**src/rtl/fpnew_divsqrt_arbiter_pkg.sv**
```systemverilog
// Shared FPU types for the divsqrt arbiter slice: operation, rounding, format and status encodings.
package fpnew_divsqrt_arbiter_pkg;

    typedef enum logic [3:0] {
        FMADD  = 4'd0,
        FNMSUB = 4'd1,
        ADD    = 4'd2,
        MUL    = 4'd3,
        DIV    = 4'd4,
        SQRT   = 4'd5
    } operation_e;

    typedef enum logic [2:0] {
        RNE = 3'b000,
        RTZ = 3'b001,
        RDN = 3'b010,
        RUP = 3'b011,
        RMM = 3'b100,
        DYN = 3'b111
    } roundmode_e;

    typedef enum logic [2:0] {
        FP32    = 3'd0,
        FP64    = 3'd1,
        FP16    = 3'd2,
        FP8     = 3'd3,
        FP16ALT = 3'd4
    } fp_format_e;

    typedef struct packed {
        logic nv;
        logic dz;
        logic of;
        logic uf;
        logic nx;
    } status_t;

    // Index width that stays at least one bit wide for degenerate sizes.
    function automatic int unsigned id_width(input int unsigned n);
        return (n > 1) ? $clog2(n) : 1;
    endfunction

endpackage

```
**src/rtl/fpnew_divsqrt_id_fifo.sv**
```systemverilog
// Ordered queue of requester IDs for operations in flight inside the divsqrt unit.
module fpnew_divsqrt_id_fifo
    import fpnew_divsqrt_arbiter_pkg::*;
#(
    parameter int unsigned Depth     = 2,
    parameter int unsigned DataWidth = 1
) (
    input  logic                 clk_i,
    input  logic                 rst_ni,
    input  logic                 flush_i,
    input  logic                 push_i,
    input  logic [DataWidth-1:0] data_i,
    input  logic                 pop_i,
    output logic [DataWidth-1:0] data_o,
    output logic                 full_o,
    output logic                 empty_o
);

    localparam int unsigned PtrWidth = id_width(Depth);
    localparam int unsigned CntWidth = $clog2(Depth + 1);

    logic [DataWidth-1:0] mem_q [Depth];
    logic [PtrWidth-1:0]  wr_ptr_q, rd_ptr_q;
    logic [CntWidth-1:0]  cnt_q;
    logic                 do_push, do_pop;

    function automatic logic [PtrWidth-1:0] ptr_inc(input logic [PtrWidth-1:0] p);
        return (p == PtrWidth'(Depth - 1)) ? '0 : p + PtrWidth'(1);
    endfunction

    assign full_o  = (cnt_q == CntWidth'(Depth));
    assign empty_o = (cnt_q == '0);
    assign do_push = push_i & ~full_o;
    assign do_pop  = pop_i & ~empty_o;
    assign data_o  = mem_q[rd_ptr_q];

    // Flush discards every entry; storage contents become don't-care.
    always_ff @(posedge clk_i or negedge rst_ni) begin
        if (!rst_ni) begin
            wr_ptr_q <= '0;
            rd_ptr_q <= '0;
            cnt_q    <= '0;
        end else if (flush_i) begin
            wr_ptr_q <= '0;
            rd_ptr_q <= '0;
            cnt_q    <= '0;
        end else begin
            if (do_push) wr_ptr_q <= ptr_inc(wr_ptr_q);
            if (do_pop)  rd_ptr_q <= ptr_inc(rd_ptr_q);
            if (do_push && !do_pop)      cnt_q <= cnt_q + CntWidth'(1);
            else if (do_pop && !do_push) cnt_q <= cnt_q - CntWidth'(1);
        end
    end

    always_ff @(posedge clk_i) begin
        if (do_push) mem_q[wr_ptr_q] <= data_i;
    end

endmodule

```
**src/rtl/fpnew_divsqrt_arbiter.sv**
```systemverilog
// Round-robin sharing of one divsqrt unit between NumReq requesters, with in-order
// routing of results back to the issuing requester.
module fpnew_divsqrt_arbiter
    import fpnew_divsqrt_arbiter_pkg::*;
#(
    parameter int unsigned NumReq      = 2,
    parameter int unsigned Width       = 64,
    parameter int unsigned TagWidth    = 4,
    parameter int unsigned MaxInflight = 2
) (
    input  logic                                 clk_i,
    input  logic                                 rst_ni,
    input  logic [NumReq-1:0]                    req_valid_i,
    output logic [NumReq-1:0]                    req_ready_o,
    input  logic [NumReq-1:0][1:0][Width-1:0]    req_operands_i,
    input  operation_e [NumReq-1:0]              req_op_i,
    input  roundmode_e [NumReq-1:0]              req_rnd_mode_i,
    input  fp_format_e [NumReq-1:0]              req_dst_fmt_i,
    input  logic [NumReq-1:0][TagWidth-1:0]      req_tag_i,
    output logic                                 unit_valid_o,
    input  logic                                 unit_ready_i,
    output logic [1:0][Width-1:0]                unit_operands_o,
    output operation_e                           unit_op_o,
    output roundmode_e                           unit_rnd_mode_o,
    output fp_format_e                           unit_dst_fmt_o,
    output logic [TagWidth-1:0]                  unit_tag_o,
    input  logic                                 unit_out_valid_i,
    output logic                                 unit_out_ready_o,
    input  logic [Width-1:0]                     unit_result_i,
    input  status_t                              unit_status_i,
    input  logic [TagWidth-1:0]                  unit_tag_i,
    output logic [NumReq-1:0]                    resp_valid_o,
    input  logic [NumReq-1:0]                    resp_ready_i,
    output logic [Width-1:0]                     resp_result_o,
    output status_t                              resp_status_o,
    output logic [TagWidth-1:0]                  resp_tag_o,
    input  logic                                 flush_i,
    output logic                                 busy_o,
    output logic                                 orphan_o
);

    localparam int unsigned IdWidth = id_width(NumReq);
    typedef logic [IdWidth-1:0] id_t;

    typedef struct packed {
        logic [1:0][Width-1:0] operands;
        operation_e            op;
        roundmode_e            rnd_mode;
        fp_format_e            dst_fmt;
        logic [TagWidth-1:0]   tag;
    } divsqrt_req_t;

    id_t          rr_q, gnt_q, arb_idx, gnt_idx, head_id;
    logic         lock_q, any_valid, full, empty, issue_fire, pop;
    logic [IdWidth:0] cand;
    logic         found;
    divsqrt_req_t [NumReq-1:0] reqs;
    divsqrt_req_t gnt_req;

    // Search starts one past the last accepted winner so every requester gets a turn.
    always_comb begin
        arb_idx = rr_q;
        found   = 1'b0;
        cand    = '0;
        for (int unsigned i = 1; i <= NumReq; i++) begin
            cand = {1'b0, rr_q} + (IdWidth + 1)'(i);
            if (cand >= (IdWidth + 1)'(NumReq)) cand = cand - (IdWidth + 1)'(NumReq);
            if (!found && req_valid_i[id_t'(cand)]) begin
                arb_idx = id_t'(cand);
                found   = 1'b1;
            end
        end
    end

    assign any_valid    = |req_valid_i;
    assign gnt_idx      = lock_q ? gnt_q : arb_idx;
    assign unit_valid_o = any_valid & ~full & ~flush_i;
    assign issue_fire   = unit_valid_o & unit_ready_i;

    always_comb begin
        reqs = '0;
        for (int r = 0; r < NumReq; r++) begin
            reqs[r].operands = req_operands_i[r];
            reqs[r].op       = req_op_i[r];
            reqs[r].rnd_mode = req_rnd_mode_i[r];
            reqs[r].dst_fmt  = req_dst_fmt_i[r];
            reqs[r].tag      = req_tag_i[r];
        end
        gnt_req = reqs[gnt_idx];
    end

    assign unit_operands_o = gnt_req.operands;
    assign unit_op_o       = gnt_req.op;
    assign unit_rnd_mode_o = gnt_req.rnd_mode;
    assign unit_dst_fmt_o  = gnt_req.dst_fmt;
    assign unit_tag_o      = gnt_req.tag;

    // An empty queue or a flush drains the unit output so stray results never stall it.
    always_comb begin
        req_ready_o = '0;
        if (any_valid && unit_ready_i && !full && !flush_i) req_ready_o[gnt_idx] = 1'b1;
        resp_valid_o = '0;
        if (unit_out_valid_i && !empty && !flush_i) resp_valid_o[head_id] = 1'b1;
        unit_out_ready_o = (empty || flush_i) ? 1'b1 : resp_ready_i[head_id];
    end

    assign pop           = unit_out_valid_i & unit_out_ready_o & ~empty;
    assign resp_result_o = unit_result_i;
    assign resp_status_o = unit_status_i;
    assign resp_tag_o    = unit_tag_i;
    assign busy_o        = ~empty | any_valid;

    fpnew_divsqrt_id_fifo #(
        .Depth     (MaxInflight),
        .DataWidth (IdWidth)
    ) i_id_fifo (
        .clk_i   (clk_i),
        .rst_ni  (rst_ni),
        .flush_i (flush_i),
        .push_i  (issue_fire),
        .data_i  (gnt_idx),
        .pop_i   (pop),
        .data_o  (head_id),
        .full_o  (full),
        .empty_o (empty)
    );

    // The grant is frozen while an offer waits on backpressure so the payload stays stable.
    always_ff @(posedge clk_i or negedge rst_ni) begin
        if (!rst_ni) begin
            rr_q     <= id_t'(NumReq - 1);
            gnt_q    <= '0;
            lock_q   <= 1'b0;
            orphan_o <= 1'b0;
        end else begin
            orphan_o <= unit_out_valid_i & empty;
            if (flush_i) begin
                lock_q <= 1'b0;
            end else if (issue_fire) begin
                lock_q <= 1'b0;
                rr_q   <= gnt_idx;
            end else if (unit_valid_o) begin
                lock_q <= 1'b1;
                gnt_q  <= gnt_idx;
            end
        end
    end

endmodule

```
**config.mk**
```make
export PLATFORM = sky130hd
export DESIGN_NAME = fpnew_divsqrt_arbiter
export DESIGN_NICKNAME = d
export VERILOG_FILES = /design/src/rtl/fpnew_divsqrt_arbiter_pkg.sv /design/src/rtl/fpnew_divsqrt_id_fifo.sv /design/src/rtl/fpnew_divsqrt_arbiter.sv
export SDC_FILE = /design/constraint.sdc
export NUM_CORES = 1
export LEC_CHECK = 0
export BUFFER_PORTS_ARGS = -buffer_cell sky130_fd_sc_hd__buf_2
export CORE_AREA = 2 2 232 234
export CTS_CLUSTER_DIAMETER = 60
export DETAILED_ROUTE_END_ITERATION = 16
export DIE_AREA = 0 0 234 236
export SLEW_MARGIN = 10
export SYNTH_ARGS = -nofsm -noshare
export SYNTH_HDL_FRONTEND = slang
export SYNTH_SLANG_ARGS = --single-unit
```
**constraint.sdc**
```tcl
create_clock -name clk_i -period 5.44 [get_ports clk_i]
set_clock_uncertainty 0.1 [all_clocks]
set_input_delay 0.544 -clock clk_i [delete_from_list [all_inputs] [get_ports clk_i]]
set_output_delay 0.544 -clock clk_i [all_outputs]
set_load 0.05 [all_outputs]
```
==> flow_metrics.tcl, run 1 <==
set metrics [dict create \
    outcome "finished clean" \
    start_util 0.0580 \
    cts_inserted_buffers 3 \
    wl_met3_mm 2.49 \
    total_power_mw 1.93 \
    fin_crit_sh 0.574 \
    clock_latency_ns 0.24 \
    portBuffers 442 \
    dpl.hpwl_mm 17.8 \
    ir_drop_uv 117 \
    drive_above_1_share 0.923 \
    seqPwrFrac 0.052 \
    synth_top_family_by_area "multiplexers" \
    cts_resized 0 \
    cts_root_buf "clkbuf_16" \
    antenna_left 0 \
    worstPathArrival_ns 2.48 \
    wl_per_cell_um 14.3 \
    core_um2 53100 \
    layout.nets 1015 \
    routed_wl_mm 19.4 \
    postPlaceCellArea_um2 5520 \
    min_period_ns 3.12 \
    internal_power_mw 0.748 \
    setup_viol 0 \
    grt_max_degree 69 \
    gp_congestion 0.944 \
    regToRegSetupSlack_ns 3.38 \
    met2WireLength_mm 10.1 \
    critPathCapture "unit_operands_o[8]" \
    worst_slew_pin_slew_ns 0.474 \
    maxCapViolCount 0 \
    post_cts_buffers 0 \
    fp.dieH_um 236 \
    ys_types 32 \
    yosysSeqAreaShare 0.0850 \
    rsz0062_at_grt "false" \
    grt_usage 0.0629 \
    syn_area_per_cell_um2 10.6 \
    drv_slew 0 \
    drt-met1-wl_mm 6.28 \
    synth_edf_count 2 \
    grt_pass1_wl_mm 24.1 \
    gr-total-overflow 0 \
    cts_max_level 1 \
    syn_nets 657 \
    synth_area_leaders "mux2_2 31%, mux2_4 29%, buf_4 18%, dfrtp_1 5.7%, buf_6 2.9%" \
    synth_ff_type "dfrtp_1" \
    hold_path_class "input pin to asynchronous set/reset pin" \
    cp-end-kind "output pin" \
    criticalPathCategory "flop to output pin" \
    p_sw_mw 1.19 \
    combPwrFrac 0.881 \
    avgViaCountPerCell 2.77 \
    ys_seq_elements 10 \
    yosys.area_share.simple 0.0435 \
    powerDensity_nw_per_um2 344 \
    setup-tns-final_ns 0 \
    drt_iter0_drc 79 \
    cts.sinks 10 \
    crit_start "rr_q$_DFFE_PN1P_" \
    finalHoldViolCount 0 \
    worstRegToRegCells 4 \
    fmax_mhz 320 \
    design_area_um2 5610 \
    relSlewSlack 0.678 \
    grt_pass1_vias 3600 \
    critPathLaunchType "flop" \
    clock_path_buffers 2 \
    synth_area_leader_cell "mux2_2" \
    synthCells 291 \
    synth.most_common_cell "mux2_2" \
    synth-async-reset-ratio 0.800 \
    power_frac_clock 0.067 \
    fin_util 0.106 \
    die_w_um 234 \
    firstDrtPassIters 4 \
    synth_common_cells "85 x mux2_2, 73 x buf_4, 60 x mux2_4" \
    placementRows 85 \
    r2r_end "i_id_fifo.rd_ptr_q$_DFFE_PN0P_" \
    switching_share 0.613 \
    area_growth_pct 82.5 \
    cts_tree "done" \
    crit_fanout 68 \
    syn-cell-area_um2 3080 \
    cellLeakagePower_nw 2.87 \
    rr_startpoint "i_id_fifo.rd_ptr_q$_DFFE_PN0P_" \
    antenna_found_initial 6 \
    synth_top_area_share 0.311 \
    ys_warn_count 0 \
    drc_errors 0 \
    synthAdderAreaFrac 0 \
    synth_compound_area_frac 0.0195 \
    cp.required_ns 4.80 \
    io-pin-count 589 \
    synth-xor-area-share 0.00285 \
    hold_buffers 0 \
    die-area_um2 55200 \
    vias 3744 \
    path_clk_slew_ns 0.04 \
    muxShareOfSynthArea 0.623 \
    highest_layer "met4" \
]
cell usage in the layout, fill, tap and decap left out, drive strengths merged:
master	n
buf	444
mux2	146
nor2	9
nand2	7
dfrtp	7
diode	6
nor3	4
mux2i	4
clkbuf	3
o21ai	3
inv	2
and3	2
edfxtp	2
nor2b	2
a21oi	2
o21a	1
or2	1
and2	1
xor2	1
a2bb2oi	1
nor4	1
nor3b	1
o21bai	1
o211ai	1
clkinv	1
dfstp	1
metrics by stage:
stage                     std cells  setup slack [ns]  hold WS [ns]
final                          1350              2.32        0.0467
after global routing           1350              2.14        0.0539
after CTS                      1344              2.26        0.0475
after detailed placement       1340              2.40         0.298
after global placement         1340              2.41         0.300
after floorplan                 291              2.50         0.148
sequential cells by signal, indices dropped and copies added (netlist names):
register	count
i_id_fifo.mem_q	2
orphan_o	1
i_id_fifo.wr_ptr_q	1
lock_q	1
i_id_fifo.rd_ptr_q	1
rr_q	1
i_id_fifo.cnt_q	2
gnt_q	1
routing by layer:
layer  vias up  GRT usage
met5         -          0
met2       417      0.123
met1      1634     0.0590
met4         0     0.0190
met3        19     0.0241
li1       1674          -
critical path, cell delays in order, from the launching register on:
cell and delay (ns):
dfstp_2 0.53, mux2i_1 0.21, o21a_4 0.40, buf_12 0.33, mux2_2 0.44, buf_2 0.23
power groups by stage:
stage	sequential (mW)	clock, mW	combinational, mW
after CTS	0.100	0.132	1.72
after global routing	0.101	0.138	1.78
after floorplan	0.102	0	1.51
after global placement	0.101	0	1.71
after detailed placement	0.101	0	1.72
final	0.0999	0.130	1.70
cell type report:
class / count / area [µm²]
Antenna cell: 6 / 15.0
Fill cell: 6180 / 47500
Tap cell: 696 / 871
Sequential cell: 10 / 262
Clock inverter: 1 / 3.75
Clock buffer: 3 / 75.1
Multi-Input combinational cell: 188 / 2130
Inverter: 2 / 7.51
Timing Repair Buffer: 444 / 2250
kinds of logic after synthesis:
kind of cell / count (synthesis)
flops: 10
mux: 150
buf+inv: 93
simple gates: 28
xor+xnor: 1
compound gates: 9
worst min-delay path by stage:
stage | start | end | cells after the start
floorplan | rst_ni | gnt_q$_DFFE_PN0P_ | 0
global placement | rst_ni | lock_q$_DFFE_PN0P_ | 1
detailed placement | rst_ni | lock_q$_DFFE_PN0P_ | 1
CTS | rst_ni | i_id_fifo.wr_ptr_q$_DFFE_PN0P_ | 1
global route | rst_ni | i_id_fifo.wr_ptr_q$_DFFE_PN0P_ | 1
finish | rst_ni | i_id_fifo.wr_ptr_q$_DFFE_PN0P_ | 1
(Power assumes the default switching activity.)
==> run 2: changes to the inputs <==
ABC_AREA = 1   (was unset)
clock period = 2.6 ns   (was 5.44 ns; I/O delays follow)
==> run 2 against run 1 <==
Against the previous run: worst setup slack worse by 2.2 ns; routed wire length up 21%; sequential power up 130%; largest power group unchanged; non-clock buffer count up 8; critical endpoint is now unit_operands_o[48]; cell count up 23%; critical path type unchanged.
==> flow_metrics.tcl, run 2 <==
set metrics [dict create \
    outcome "finished clean" \
    setup_viol 0 \
    synthAdderAreaFrac 0 \
    min_period_ns 2.45 \
    maxCapViolCount 0 \
    syn_nets 974 \
    setup_ws_ns 0.149 \
    ys_seq_elements 10 \
    clock_path_buffers 2 \
    p_sw_mw 4.94 \
    start_util 0.0548 \
    relSlewSlack 0.742 \
    largestRegisters "i_id_fifo.cnt_q: 2 flops, i_id_fifo.mem_q: 2 flops" \
    layout_commonest_cell "nand2_1" \
    worst_slew_pin_slew_ns 0.387 \
    muxShareOfSynthArea 0 \
    io-pin-count 589 \
    firstDrtPassIters 4 \
    cts.sinks 10 \
    core_um2 53100 \
    synth_common_cells "448 x nand2_1, 74 x buf_4, 16 x buf_2" \
    antenna_left 0 \
    yosysSeqAreaShare 0.0899 \
    post_cts_buffers 0 \
    cp-end-kind "output pin" \
    busiest_layer "met2" \
    crit_fanout 65 \
    die-area_um2 55200 \
    drt_iter0_drc 104 \
    fp.dieH_um 236 \
    grt_pass1_vias 4519 \
    area_growth_pct 107 \
    gr-total-overflow 0 \
    cts_inserted_buffers 3 \
    internal_power_mw 2.22 \
    powerDensity_nw_per_um2 1190 \
    placementRows 85 \
    synth_area_leader_cell "nand2_1" \
    cts_tree "done" \
    grt_pass1_wl_mm 30.4 \
    wl_per_cell_um 14.1 \
    cp.required_ns 2.24 \
    grt_max_degree 74 \
    ys_warn_count 0 \
    seqPwrFrac 0.032 \
    combPwrFrac 0.930 \
    cts_max_level 1 \
    syn-cell-area_um2 2910 \
    layout.nets 1326 \
    gr-usage-met2 0.139 \
    die_w_um 234 \
    power_frac_clock 0.038 \
    synth_top_area_share 0.578 \
    finalHoldViolCount 0 \
    vias 4842 \
    portBuffers 442 \
    ir_drop_uv 378 \
    synth_edf_count 2 \
    setup-tns-final_ns 0 \
    drive_above_1_share 0.481 \
    dp_slack_ns 0.218 \
    synth-xor-area-share 0 \
    clock_latency_ns 0.24 \
    gp_congestion 0.884 \
    cellLeakagePower_nw 3.60 \
    synth-async-reset-ratio 0.800 \
    syn_area_per_cell_um2 4.78 \
    synthCells 608 \
    ys_types 19 \
    synth_area_leaders "nand2_1 58%, buf_4 19%, dfrtp_1 6.0%, buf_6 3.1%, buf_2 2.8%" \
    yosys.area_share.simple 0.622 \
    worstPathArrival_ns 2.09 \
    fmax_mhz 408 \
    drv_slew 0 \
    dpl.hpwl_mm 20.1 \
    fin_crit_sh 0.943 \
    hold_path_class "input pin to flop" \
    antenna_found_initial 7 \
    critPathLaunchType "flop" \
    criticalPathCategory "flop to output pin" \
    grt_use_met1 0.0816 \
    synth_top_family_by_area "simple AND/OR/NAND/NOR gates" \
    routed_wl_mm 23.4 \
    synth_ff_type "dfrtp_1" \
    use_met3 0.0325 \
    switching_share 0.690 \
    mostFrequentLayoutCells "447 x nand2_1, 406 x buf_2, 37 x buf_12" \
    rsz0062_at_grt "false" \
    cts_root_buf "clkbuf_16" \
    avgViaCountPerCell 2.92 \
    drc_errors 0 \
    path_clk_slew_ns 0.04 \
    grt_usage 0.0785 \
    synth.most_common_cell "nand2_1" \
    synth_compound_area_frac 0.0155 \
]
[run 2: changes by cell type in the layout (fill, tap and decap cells not counted), moves of 3 or more]
cell / before / now
a21oi_1: 1 / 4
inv_1: 2 / 9
nand3_1: 0 / 7
mux2_4: 60 / 0
mux2_2: 85 / 0
nand4_1: 0 / 4
nor3_1: 4 / 0
nand2_1: 7 / 447
buf_12: 2 / 37
buf_4: 0 / 6
buf_2: 442 / 406
[run 2: metrics by stage]
step                      area [µm²]  power [mW]  cells  hold WS [ns]   util
after CTS                       6000        7.33   1655         0.164  0.113
after detailed placement        5870        6.90   1649        0.0237  0.111
final                           6010        7.16   1659         0.166  0.113
after global routing            6010        7.64   1659         0.190  0.113
after global placement          5870        6.90   1649        0.0206  0.111
after floorplan                 2910        4.86    608        -0.136      -
[run 2: repair_timing]
item                                    CTS  global route
cloned                                    1             0
resized for setup                         1             2
hold buffers                              1             0
endpoints found under the setup margin    4            27
hold endpoints to repair                  7             0
[run 2: layout make-up]
cell class	count	area, µm²
Antenna cell	4	10.0
Clock buffer	3	75.1
Clock inverter	1	3.75
Fill cell	6268	47100
Inverter	11	46.3
Multi-Input combinational cell	482	1860
Sequential cell	10	262
Tap cell	696	871
Timing Repair Buffer	452	2880
[run 2: kinds of logic after synthesis]
family | count (synthesis)
AOI/OAI and AO/OA | 9
buffers and inverters | 116
DFF | 10
and+or+nand+nor | 473
[run 2: per-layer routing]
layer  vias to the layer above  wire length [µm]
met5                         -                37
met4                         6               738
met3                        45              2780
met2                       380             11400
met1                      1965              8450
li1                       2446                 -
[run 2: worst max-delay path, stage by stage, from the launching register on]
cell,delay [ns]
dfstp_2,0.53
o21ai_1,0.07
nand2_1,0.11
nand2_4,0.12
inv_6,0.21
buf_12,0.29
nand2_1,0.13
nand2_1,0.08
buf_2,0.26
[run 2: final timing paths]
check / startpoint / endpoint / slack (ns) / cells after the start
setup / recovery: rr_q$_DFFE_PN1P_ / unit_operands_o[48] / 0.15 / 8
hold / removal: unit_out_valid_i / orphan_o$_DFF_PN0_ / 0.17 / 3
setup reg to reg: rr_q$_DFFE_PN1P_ / rr_q$_DFFE_PN1P_ / 0.94 / 6
hold reg to reg: gnt_q$_DFFE_PN0P_ / gnt_q$_DFFE_PN0P_ / 0.40 / 2
max in group asynchronous: rst_ni / rr_q$_DFFE_PN1P_ / 1.84 / 2
min in group asynchronous: rst_ni / i_id_fifo.rd_ptr_q$_DFFE_PN0P_ / 0.31 / 2
[run 2: power groups by stage]
stage          clock network, mW  registers, mW  logic, mW
6_report                   0.271          0.229       6.67
5_1_grt                    0.286          0.234       7.12
4_1_cts                    0.279          0.229       6.82
3_5_place_dp                   0          0.231       6.67
3_3_place_gp                   0          0.229       6.67
2_1_floorplan                  0          0.237       4.62
==> run 3: changes to the inputs <==
ABC_AREA = unset   (was 1)
CORE_AREA = 2 2 227 229   (was 2 2 232 234)
DIE_AREA = 0 0 229 231   (was 0 0 234 236)
==> run 3 against run 2 <==
Against the previous run: routed wire length fell by 28%; worst setup slack got worse by 0.061 ns; non-clock buffer count increased by 2; highest routed layer is now met4; fmax down 2.4%; combinational power down 44%; sequential power down 8.7%; core utilization is 0.060 points higher; via count fell by 23%; critical path type unchanged; count of clock-buffer cells in the layout rose by 1; largest cell class unchanged; first-iteration DRC count down 16%; clock power grew 14%; register-to-register slack got worse by 0.22 ns.
==> flow_metrics.tcl, run 3 (same netlist as run 1, synthesis figures left out) <==
set metrics [dict create \
    outcome "finished clean" \
    switching_share 0.594 \
    vias 3720 \
    cp.required_ns 2.24 \
    post_cts_buffers 0 \
    cts_root_buf "clkbuf_16" \
    fin_util 0.114 \
    mostFrequentLayoutCells "433 x buf_2, 85 x mux2_2, 60 x mux2_4" \
    grt_pass1_vias 3671 \
    io-pin-count 589 \
    clock_latency_ns 0.24 \
    path_clk_slew_ns 0.04 \
    gp_congestion 0.842 \
    fmax_mhz 398 \
    cts_inserted_buffers 3 \
    fp.dieH_um 231 \
    drt_iter0_drc 87 \
    maxCapViolCount 0 \
    layout.nets 1025 \
    die_w_um 229 \
    firstDrtPassIters 4 \
    cellLeakagePower_nw 2.96 \
    avgViaCountPerCell 2.78 \
    clock_path_buffers 2 \
    die-area_um2 52900 \
    highest_layer "met4" \
    area_growth_pct 87.6 \
    cts_max_level 1 \
    antenna_found_initial 1 \
    internal_power_mw 1.71 \
    combPwrFrac 0.877 \
    gr-total-overflow 0 \
    portBuffers 442 \
    setup_viol 0 \
    cts_tree "done" \
    powerDensity_nw_per_um2 733 \
    worstPathArrival_ns 2.15 \
    grt_max_degree 64 \
    min_period_ns 2.51 \
    routed_wl_mm 16.8 \
    setup-tns-final_ns 0 \
    relSlewSlack 0.735 \
    slowest_delay_ns 0.54 \
    antenna_cells 0 \
    antenna_left 0 \
    seqPwrFrac 0.050 \
    cts.sinks 10 \
    core_um2 50700 \
    drc_errors 0 \
    hold_path_class "input pin to flop" \
    wl_met3_mm 2.44 \
    drt-met1-wl_mm 5.86 \
    drive_above_1_share 0.929 \
    cp_slowest_cell "dfstp_2" \
    worst_slew_pin_slew_ns 0.394 \
    rsz0062_at_grt "false" \
    place_inst 1331 \
    wl_per_cell_um 12.6 \
    fin_cells 1338 \
    layout_commonest_cell "buf_2" \
    cp-end-kind "output pin" \
    start_util 0.0607 \
    largestRegisters "i_id_fifo.cnt_q: 2 flops, i_id_fifo.mem_q: 2 flops" \
    power_frac_clock 0.073 \
    critPathLaunchType "flop" \
    finalHoldViolCount 0 \
    crit_fanout 18 \
    placementRows 83 \
    dpl.hpwl_mm 15.1 \
    crit_path_cell_trace "mux2i_2 -> o21a_4 -> buf_12 -> buf_16 -> mux2_2 -> buf_2" \
    whs_ns 0.188 \
    grt_usage 0.0556 \
    p_sw_mw 2.51 \
    ir_drop_uv 242 \
    met2WireLength_mm 8.29 \
    drv_slew 0 \
    criticalPathCategory "flop to output pin" \
    grt_pass1_wl_mm 21.7 \
    fin_crit_sh 0.966 \
]
==> run 3: changes by cell type in the layout (fill, tap and decap cells not counted), moves of 3 or more <==
cell     before  now
mux2_4        0   60
mux2i_2       0    3
nand3_1       7    0
mux2_2        0   85
a21oi_1       4    1
buf_4         6   12
inv_1         9    2
buf_6         0    3
buf_12       37    2
diode_2       4    0
nand2_1     447    7
nand4_1       4    0
buf_2       406  433
==> run 3: routing by layer <==
layer | vias up | global-route usage
met5 | - | 0
li1 | 1692 | -
met3 | 12 | 0.0290
met4 | 0 | 0.0106
met1 | 1616 | 0.0548
met2 | 400 | 0.104
==> run 3: final timing paths <==
path	startpoint	endpoint	slack [ns]	depth (start not counted)
worst min-delay path	unit_out_valid_i	orphan_o$_DFF_PN0_	0.19	2
worst min register to register	gnt_q$_DFFE_PN0P_	gnt_q$_DFFE_PN0P_	0.41	1
worst max-delay path	rr_q$_DFFE_PN1P_	unit_operands_o[25]	0.09	6
min in group asynchronous	rst_ni	orphan_o$_DFF_PN0_	0.31	2
worst max register to register	rr_q$_DFFE_PN1P_	gnt_q$_DFFE_PN0P_	0.72	5
max in group asynchronous	rst_ni	rr_q$_DFFE_PN1P_	1.84	2
==> run 3: final cells by class <==
type / instances / area [µm²]
Inverter: 2 / 7.51
Fill cell: 5954 / 44900
Sequential cell: 10 / 262
Timing Repair Buffer: 454 / 2420
Clock buffer: 4 / 88.8
Tap cell: 680 / 851
Multi-Input combinational cell: 188 / 2140
==> run 3: power groups by stage <==
stage / clock network, mW / logic [mW] / registers, mW
floorplan: 0 / 3.17 / 0.212
global placement: 0 / 3.65 / 0.210
detailed placement: 0 / 3.65 / 0.211
CTS: 0.315 / 3.66 / 0.209
global route: 0.323 / 3.86 / 0.214
finish: 0.309 / 3.71 / 0.209
==> run 3: repair_timing <==
| item | 4_1_cts | 5_1_grt |
|---|---|---|
| setup endpoints to repair | 0 | 38 |
| resized for setup | 0 | 22 |
| hold endpoints to repair | 7 | 0 |
| hold buffers | 1 | 0 |
==> run 3: worst max-delay path: cells and delay by family (launching register included) <==
| kind | cells | cell delay (ns) |
|---|---|---|
| multiplexers | 2 | 0.55 |
| AO/OA/AOI/OAI | 1 | 0.18 |
| buffers and inverters | 3 | 0.57 |
| flip-flops | 1 | 0.54 |
==> run 3: per-stage QoR <==
| stage | area [µm²] | power, mW | setup WS (ns) |
|---|---|---|---|
| floorplan | 3080 | 3.38 | 0.0169 |
| global placement | 5580 | 3.86 | 0.312 |
| detailed placement | 5580 | 3.86 | 0.281 |
| CTS | 5680 | 4.19 | 0.00951 |
| global route | 5770 | 4.39 | 0.0295 |
| finish | 5770 | 4.23 | 0.0877 |
